--- src/rtl/serial_subtractor.sv ---
// Bit-serial unsigned subtractor: one bit pair per cycle, LSB first, result after WIDTH cycles.
// Optional SERIAL_SUB_SAT_EN clamps diff to zero whenever the final borrow is set.
module serial_subtractor #(
  parameter int WIDTH = 8
) (
  input  logic             clk,
  input  logic             rst,
  input  logic             start,
  input  logic [WIDTH-1:0] a,
  input  logic [WIDTH-1:0] b,
  output logic             busy,
  output logic             done,
  output logic [WIDTH-1:0] diff,
  output logic             borrow
);

  localparam int CW = (WIDTH > 2) ? $clog2(WIDTH) : 1;

`ifdef SERIAL_SUB_SAT_EN
  localparam bit SAT_EN = 1'b1;
`else
  localparam bit SAT_EN = 1'b0;
`endif

  typedef enum logic [1:0] {IDLE, RUN, DONE} state_t;

  state_t           state, state_nxt;
  logic [WIDTH-1:0] sa, sb, res, res_nxt;
  logic [CW-1:0]    cnt;
  logic             bin, d, bout, last, accept;

  function automatic logic [WIDTH-1:0] sat_diff(input logic [WIDTH-1:0] r, input logic br);
    return (SAT_EN && br) ? '0 : r;
  endfunction

  always_comb begin
    d       = sa[0] ^ sb[0] ^ bin;
    bout    = (~sa[0] & sb[0]) | (~(sa[0] ^ sb[0]) & bin);
    res_nxt = {d, res[WIDTH-1:1]};
    last    = (cnt == CW'(WIDTH - 1));
    accept  = start && (state != RUN);
  end

  always_comb begin
    state_nxt = state;
    case (state)
      IDLE:    if (start) state_nxt = RUN;
      RUN:     if (last) state_nxt = DONE;
      DONE:    state_nxt = start ? RUN : IDLE;
      default: state_nxt = IDLE;
    endcase
  end

  assign busy = (state == RUN);
  assign done = (state == DONE);

  always_ff @(posedge clk) begin
    if (rst) begin
      state  <= IDLE;
      sa     <= '0;
      sb     <= '0;
      res    <= '0;
      bin    <= 1'b0;
      cnt    <= '0;
      diff   <= '0;
      borrow <= 1'b0;
    end else begin
      state <= state_nxt;
      if (accept) begin
        sa  <= a;
        sb  <= b;
        res <= '0;
        bin <= 1'b0;
        cnt <= '0;
      end else if (state == RUN) begin
        sa  <= {1'b0, sa[WIDTH-1:1]};
        sb  <= {1'b0, sb[WIDTH-1:1]};
        res <= res_nxt;
        bin <= bout;
        cnt <= cnt + CW'(1);
        // Outputs are published only when the last bit pair has been processed.
        if (last) begin
          diff   <= sat_diff(res_nxt, bout);
          borrow <= bout;
        end
      end
    end
  end

endmodule

--- config.mk ---
export PLATFORM = sky130hd
export DESIGN_NAME = serial_subtractor
export DESIGN_NICKNAME = d
export VERILOG_FILES = /design/src/rtl/serial_subtractor.sv
export SDC_FILE = /design/constraint.sdc
export NUM_CORES = 1
export LEC_CHECK = 0
export ABC_AREA = 1
export CORE_UTILIZATION = 45
export DETAILED_ROUTE_END_ITERATION = 8
export PLACE_DENSITY_LB_ADDON = 0.12
export SKIP_LAST_GASP = 1
export SLEW_MARGIN = 25
export SYNTH_ARGS = -nofsm -noshare
export SYNTH_HDL_FRONTEND = slang
export SYNTH_SLANG_ARGS = --single-unit
--- constraint.sdc ---
create_clock -name clk -period 2.24 [get_ports clk]
set_input_delay 0.448 -clock clk [delete_from_list [all_inputs] [get_ports clk]]
set_output_delay 0.448 -clock clk [all_outputs]
set_load 0.005 [all_outputs]
Yosys cells after proc, flatten, opt, wreduce, memory -nomap -nowiden
Index checks and enable logic that the tools add are counted.

operators by class
  add/subtract/negate cells = 1
  equality and inequality tests = 6
  multiplexer cells = 8
  bitwise gates (word level) = 8
  reductions and logical operators = 6

operators with widths
  kind                 number
  $mux 8               4
  $pmux 2 s3           1
  $mux 2               2
  $ne 2x1->1 const B   2
  $add 3x1->3 const B  1
  $eq 3x3->1 const B   1
  $not 1->1            3
  $reduce_and 3->1     1
  $and 1x1->1          2
  $eq 2x1->1 const B   1
  $eq 2x2->1 const B   1
  $logic_not 2->1      1
  $ne 2x2->1 const B   1
  $reduce_and 2->1     1
  $reduce_bool 2->1    1
  $reduce_or 2->1      1
  $xor 1x1->1          2
  $logic_and 1x1->1    1
  $mux 1               1
  $or 1x1->1           1

word-level totals
  bits in registers = 39
  bits of input ports = 19
  output and inout port bits = 11
  logic and storage cells = 37

Longest topological paths before layout
Gate-level depths: netlist of run 1.

  depth in word-level cells = 4
  mapped depth = 8
  mapped depth without buffers = 8

Least setup slack after synthesis of run 1
Ideal clock, no wire load.

  path type = input to register
  from = input start
  to = register cnt[0]
  library setup time = 0.114 ns
  arrival time = 1.090 ns
  data required time = 2.126 ns
  slack = 1.035 ns
  cell stages on the path = 5
  path buffers = 2
  cell sequence = buf_2 > inv_1 > o21ai_2 > buf_6 > nor2_1

on the way
  word-level cells in the longest chain between the ends = 2

ends and longest elaborated chain
  what                              line  RTL
  from (decl)                       8     input logic start,
  $logic_and 1x1->1                 41    accept = start && (state != RUN);
  $reduce_or 2->1 (no source line)  --
  to (signal assigned)              80    cnt <= cnt + CW'(1);
  to (decl)                         29    logic [CW-1:0] cnt;

No other way between the ends.
A chain may end at the register's enable or synchronous reset.

Final worst setup path of run 1
  from = register state[1]
  to = output done

on the way
  word-level cells in the longest chain between the ends = 1

ends and longest elaborated chain
  what                    line  RTL
  from (decl)             27    state_t state, state_nxt;
  from (signal assigned)  68    state <= state_nxt;
  $eq 2x2->1              55    assign done = (state == DONE);
  to (decl)               12    output logic done,

No other way between the ends.

==> impl_results.md, run 1 <==
- Period minus WS final: approximately 1.9 ns
- Final worst path period share: around 83%
- Mean post-synth cell area: ~7.5 sq um
- Max-cap violation count: 0
- Final hold vios: 0
- Slew HR: 57.9%
- Post-synth EDFFs: 0
- Root Buffer: clkbuf_4
- Drt wl/cell: around 10 um
- H-tree depth: 2
- Die area: around 4000 sq um
- Critical Path Fanout Max: 2
- Initial DRC Count: 75
- Fmax: 0.539 GHz
- Initial antenna violation count: 0
- Arrival time worst endpoint: 1.41 ns
- Num CTS Buffers: 5
- Clock sink count: 38
- Setup violators final: 0
- Share of the synthesized area in the top cell type: a little under half
- Status: finished, final reports clean
- Die Y-Extent: about 63 um
- Post-synthesis sequential element count: 38
- Post-CTS setup buffer count: 0
- VDD IR max: between 400 and 500 uV
- Vias in the first global route: between 1,000 and 1,500
- Pre-CTS setup slack: about 0.47 ns
- Total grt overflow: 0
- Routed Antenna Nets: 0
- Top post-synthesis cells by area: dfxtp_1 46%, nand3_1 16%, nand2_1 15%
- Cts hold-fix bufs: 0
- Routed via count: 1,406
- Post-CTS sizing: 0
- Clock network power share: between 30% and 40%
- Kind of start point of the critical path: flop
- Tightest Pin Transition: between 0.6 and 0.7 ns
- Critical Path RT: between 1.5 and 2 ns
- Net Sw Frac: between 20 and 30%
- Setup TNS: 0 ns
- Post-Route WL: just over 3000 um
- Critical path class: flop to output port
- Largest net degree at the start of global routing: 37
- # port buffers: 29
- TritonRoute pass-1 iters: 4
- Global-route wire length before repair: approximately 5400 um
- Slowest-stage cell, CP: clkdlybuf4s50_1
- Max stage delay on crit path: about 0.5 ns
- Type of the worst min-delay path: flop to flop
- Fin. max-slew vios: 0
- Post-Route Utilization: a little under 60%
- Hold_ws: ~0.47 ns
- Synth warn: 0
- Dpl cells: between 200 and 300
- Top FF cell, synth: dfxtp_1
- Worst path cell trace: inv_1 > nor2_1 > clkdlybuf4s50_1
- Clk_skew: between 0.01 and 0.015 ns
- Hold Startpoint: res[3]$_SDFFE_PP0N_
- Layout cells sized above 1: a little over a tenth
- Syn Nets: ~240
- Clock Tree Buf Depth: 2
- Synth async-reset ratio: 0%
- Post-synth top cells: 66 x nand2_1, 52 x nand3_1, 38 x dfxtp_1
- Worst r2r src: state[1]$_SDFFE_PP0P_
- Core area: between 3000 and 4000 sq um
- Rows: 21
- Sequential-to-total area share from yosys stat: a little under half
- Reg power frac: a little over half
- Detailed placement HPWL: 2010 um
- RSZ-0062 raised after global routing: no
- Diode count: 0
- PwrDens: roughly 660 nW/um^2
- Die W: about 63 um
- Yosys top cell by area: dfxtp_1
- Vias/cell: between 4 and 5
- NetSw: around 0.33 mW
- CP Launch Point: state[1]$_SDFFE_PP0P_
- Comb pwr share: 11.6%
- Clk pin slew, worst setup/hold paths: approximately 0.12 ns
- Internal Power: about 1.0 mW
- IO Pins: 30
- Final worst slack: between 0.3 and 0.4 ns
- CTS tree: done
- Initial Util: approximately half
- Crit path max-delay family: buffers and inverters
- # nets final: between 200 and 300
- Post-Syn Area: between 1500 and 2000 sq um
- Mapped Cells: 220
- Final Non-Filler Cells: roughly 300
- Overall Global Routing Usage: about 17%
- Skew-Pair Late Insertion Delay: 0.35 ns
- CP Buf/Inv Count: 2
- Pleak: ~0.90 nW
- P&R area growth vs syn: 23.1%
- CP endpoint kind: output port
- Top-count cell post-synth: nand2_1
- RD Place Congestion: 0.751
- Yosys cell types: 21
- Residual DRC: 0
sequential cells by signal, indices dropped and copies added (netlist names):
signal,count
res,7
sa,8
cnt,3
state,2
diff,8
sb,8
borrow,1
bin,1
power by group through the flow:
stage	Combinational (mW)	Clock [mW]	Sequential (mW)
6_report	0.155	0.471	0.710
5_1_grt	0.175	0.517	0.713
4_1_cts	0.157	0.489	0.710
3_5_place_dp	0.157	0	0.725
3_3_place_gp	0.156	0	0.726
2_1_floorplan	0.110	0	0.723
layer usage:
layer,GRT usage [%],part of all wire [%]
met5,0,0
met2,25.8,41
met4,10.5,1.7
met3,3.28,4.6
met1,23.4,52
path summary, 6_finish.rpt:
path	depth (start not counted)	slack, ns	end
max	3	0.39	done
min	2	0.47	diff[2]$_SDFFE_PP0P_
max reg2reg	7	0.71	sa[0]$_SDFFE_PP0P_
min reg2reg	2	0.47	diff[2]$_SDFFE_PP0P_
worst reg2reg max path, stage by stage, from the launching register on:
cell and delay, ns:
dfxtp_1 0.39, inv_1 0.08, nand2_2 0.48, buf_4 0.27
nand3_1 0.08, nand3_1 0.08, nand2_1 0.05, inv_1 0.05
through the flow:
step	instance area (sq um)	total power, mW
finish	2030	1.34
global route	2030	1.40
CTS	2030	1.36
detailed placement	1950	0.882
global placement	1950	0.882
floorplan	1650	0.833
cell usage in the layout, fill, tap and decap left out, drive strengths merged:
cell type and count:
a21oi 13, or2 1, clkinvlp 2, xor2 1, buf 5, inv 23
o21ai 3, ha 2, bufinv 1, nand2 67, nor2 7, dfxtp 38
clkbuf 5, nand3 52, clkdlybuf4s50 29, fa 1
kinds of logic (layout without fill, tap and decap cells):
| family | after synthesis | in the layout | share of synthesized area [%] |
|---|---|---|---|
| AO/OA/AOI/OAI | 16 | 16 | 6.44 |
| XOR/XNOR | 1 | 1 | 0.531 |
| adder cells (fa/ha/maj) | 3 | 3 | 2.73 |
| buffers and inverters | 35 | 65 | 10.5 |
| flip-flops | 38 | 38 | 46.1 |
| AND/OR/NAND/NOR | 127 | 127 | 33.7 |
final cells by class:
type                       count  area [sq um]
fill                         337          1380
sequential                    38           761
multi-input combinational    147           717
timing repair buffer          34           328
inverter                      23          86.3
tap                           46          57.6
clock inverter                 3          45.0
clock buffer                   5          37.5
No activity file was read; power rests on OpenSTA's default activity.
==> run 2: changes to the inputs <==
- clock period: 2.24 -> 1.82 ns (I/O delays scaled with it)
==> run 2 against run 1 <==
Combinational power increased by 28%. First-iteration DRC count decreased by 29%. Clock-buffer cell count grew 1. Critical path depth stayed put. Clock power increased by 58%. Sequential power increased by 23%. Non-clock buffer count increased by 3. Critical endpoint unchanged.
==> impl_results.md, run 2 (synthesized netlist as in run 1, its figures left out) <==
- RSZ-0062 raised after global routing: no
- Detailed placement HPWL: 2130 um (+6.0%)
- VDD IR max: 706 uV (+45%)
- Overall power: 1.82 mW (+36%)
- Clock sink count: 38 (unchanged)
- Commonest non-fill, non-tap cell in the layout: nand2_1
- Final Non-Filler Cells: 299 (+1.0%)
- Dpl cells: 291 (+1.0%)
- Hold_ws: 0.471 ns (+0.00420 ns)
- H-tree depth: 2 (unchanged)
- Max-cap violation count: 0 (unchanged)
- Setup TNS: 0 ns (unchanged)
- Post-Route WL: 3270 um (+6.4%)
- Final worst path period share: between 90% and 100%
- Internal Power: 1.42 mW (+41%)
- Max stage delay on crit path: 0.50 ns (about the same)
- Pleak: 0.938 nW (+3.9%)
- TritonRoute pass-1 iters: 6 (+2)
- Initial antenna violation count: 0 (unchanged)
- Most frequent cells in the layout: 66 x nand2_1, 52 x nand3_1, 36 x dfxtp_1
- Final hold vios: 0 (unchanged)
- Clock Tree Buf Depth: 2 (unchanged)
- Reg power frac: 48.1% (-5.0 points)
- CTS tree: done
- Num CTS Buffers: 5 (unchanged)
- Critical path class: flop to output port
- Setup violators final: 0 (unchanged)
- Core area: 3420 sq um (unchanged)
- Regs by FF count: diff x8, sa x8, sb x8
- Type of the worst min-delay path: flop to flop
- Drt wl/cell: 10.9 um (+5.3%)
- Reg2reg path depth: 5 (-2)
- Critical Path Fanout Max: 2 (unchanged)
- Layout cells sized above 1: 12.6% (+1.8 points)
- Die Y-Extent: 62.6 um (unchanged)
- Rows: 21 (unchanged)
- CP endpoint kind: output port
- PwrDens: 872 nW/um^2 (+33%)
- Slowest-stage cell, CP: clkdlybuf4s50_1
- Fin. max-slew vios: 0 (unchanged)
- # nets final: 274 (+1.1%)
- Die area: 3910 sq um (unchanged)
- Critical Path RT: 1.46 ns (-0.33 ns)
- Clk pin slew, worst setup/hold paths: 0.12 ns (about the same)
- Post-CTS setup buffer count: 0 (unchanged)
- Post-Route Utilization: 61.1% (+1.6 points)
- Residual DRC: 0 (unchanged)
- RD Place Congestion: 0.719 (-4.2%)
- Slew HR: 58.8% (+0.91 points)
- Clk_skew: 0.0168 ns (+0.00439 ns)
- Kind of start point of the critical path: flop
- Largest net degree at the start of global routing: 27 (-27%)
- NetSw: 0.403 mW (+20%)
- Clock network power share: 40.9% (+5.7 points)
- Skew-Pair Late Insertion Delay: 0.35 ns (about the same)
- Routed via count: 1,458 (+3.7%)
- Tightest Pin Transition: 0.617 ns (-0.0115 ns)
- Initial DRC Count: 53 (-29%)
- Die W: 62.6 um (unchanged)
- Overall Global Routing Usage: 18.3% (+0.89 points)
- Initial Util: 48.3% (unchanged)
- Status: finished, final reports clean
- Root Buffer: clkbuf_4
- P&R area growth vs syn: 26.4%
- Period minus WS final: roughly 1.7 ns
- Net Sw Frac: 22.1% (-2.9 points)
- Min-Delay Path Depth: 2 (unchanged)
- Worst path cell trace: inv_1 > nor2_1 > clkdlybuf4s50_1
- Diode count: 0 (unchanged)
- IO Pins: 30 (unchanged)
- Vias in the first global route: 1,254 (+1.0%)
- Fmax: roughly 0.58 GHz
- Arrival time worst endpoint: 1.36 ns (-0.05 ns)
- Vias/cell: 4.88 (+2.7%)
- Comb pwr share: 11.0% (-0.6 points)
- Global-route wire length before repair: 5550 um (+2.3%)
- Routed Antenna Nets: 0 (unchanged)
- # port buffers: 29 (unchanged)
- Total grt overflow: 0 (unchanged)
## run 2: final timing paths
| path | start | to | slack [ns] |
|---|---|---|---|
| min | res[6]$_SDFFE_PP0N_ | diff[5]$_SDFFE_PP0P_ | 0.47 |
| max | state[1]$_SDFFE_PP0P_ | done | 0.1 |
| max reg2reg | state[0]$_SDFFE_PP0P_ | res[3]$_SDFFE_PP0N_ | 0.39 |
| min reg2reg | res[6]$_SDFFE_PP0N_ | diff[5]$_SDFFE_PP0P_ | 0.47 |
## run 2: cell type report
class | instances | area (sq um)
repair buffers | 37 | 350
inverters | 23 | 86.3
fillers | 327 | 1330
clock buffers | 6 | 51.3
multi-input cells | 147 | 717
clock inverters | 2 | 60.1
flip-flops and latches | 38 | 763
well taps | 46 | 57.6
## run 2: per-stage QoR
step	cell area, sq um	setup slack [ns]
2_1_floorplan	1650	0.625
6_report	2090	0.0963
4_1_cts	2080	0.0350
5_1_grt	2090	0.0210
3_5_place_dp	1970	0.142
3_3_place_gp	1970	0.153
## run 2: power groups by stage
stage / Sequential [mW] / Combinational (mW) / Clock (mW)
after global placement: 0.893 / 0.199 / 0
final: 0.874 / 0.199 / 0.744
after floorplan: 0.890 / 0.135 / 0
after CTS: 0.874 / 0.202 / 0.758
after detailed placement: 0.893 / 0.201 / 0
after global routing: 0.878 / 0.227 / 0.804
## run 2: repair_timing
action | CTS | global route
hold endpoints to repair | 0 | 0
endpoints found under the setup margin | 0 | 2
gates resized for setup | 0 | 2
hold buffers | 0 | 0
## run 2: worst max-delay path: cells and delay by family (launching register included)
| family | cells | cell delay [ns] |
|---|---|---|
| flops | 1 | 0.37 |
| simple gates | 1 | 0.08 |
| buf+inv | 2 | 0.56 |
## run 2: per-layer routing
| metal | track usage [%] | part of all wire, % | up-vias |
|---|---|---|---|
| met2 | 27.9 | 44 | 29 |
| li1 | - | - | 763 |
| met1 | 24.6 | 50 | 662 |
| met5 | 0 | 0 | - |
| met4 | 6.10 | 0.83 | 0 |
| met3 | 5.47 | 4.4 | 4 |
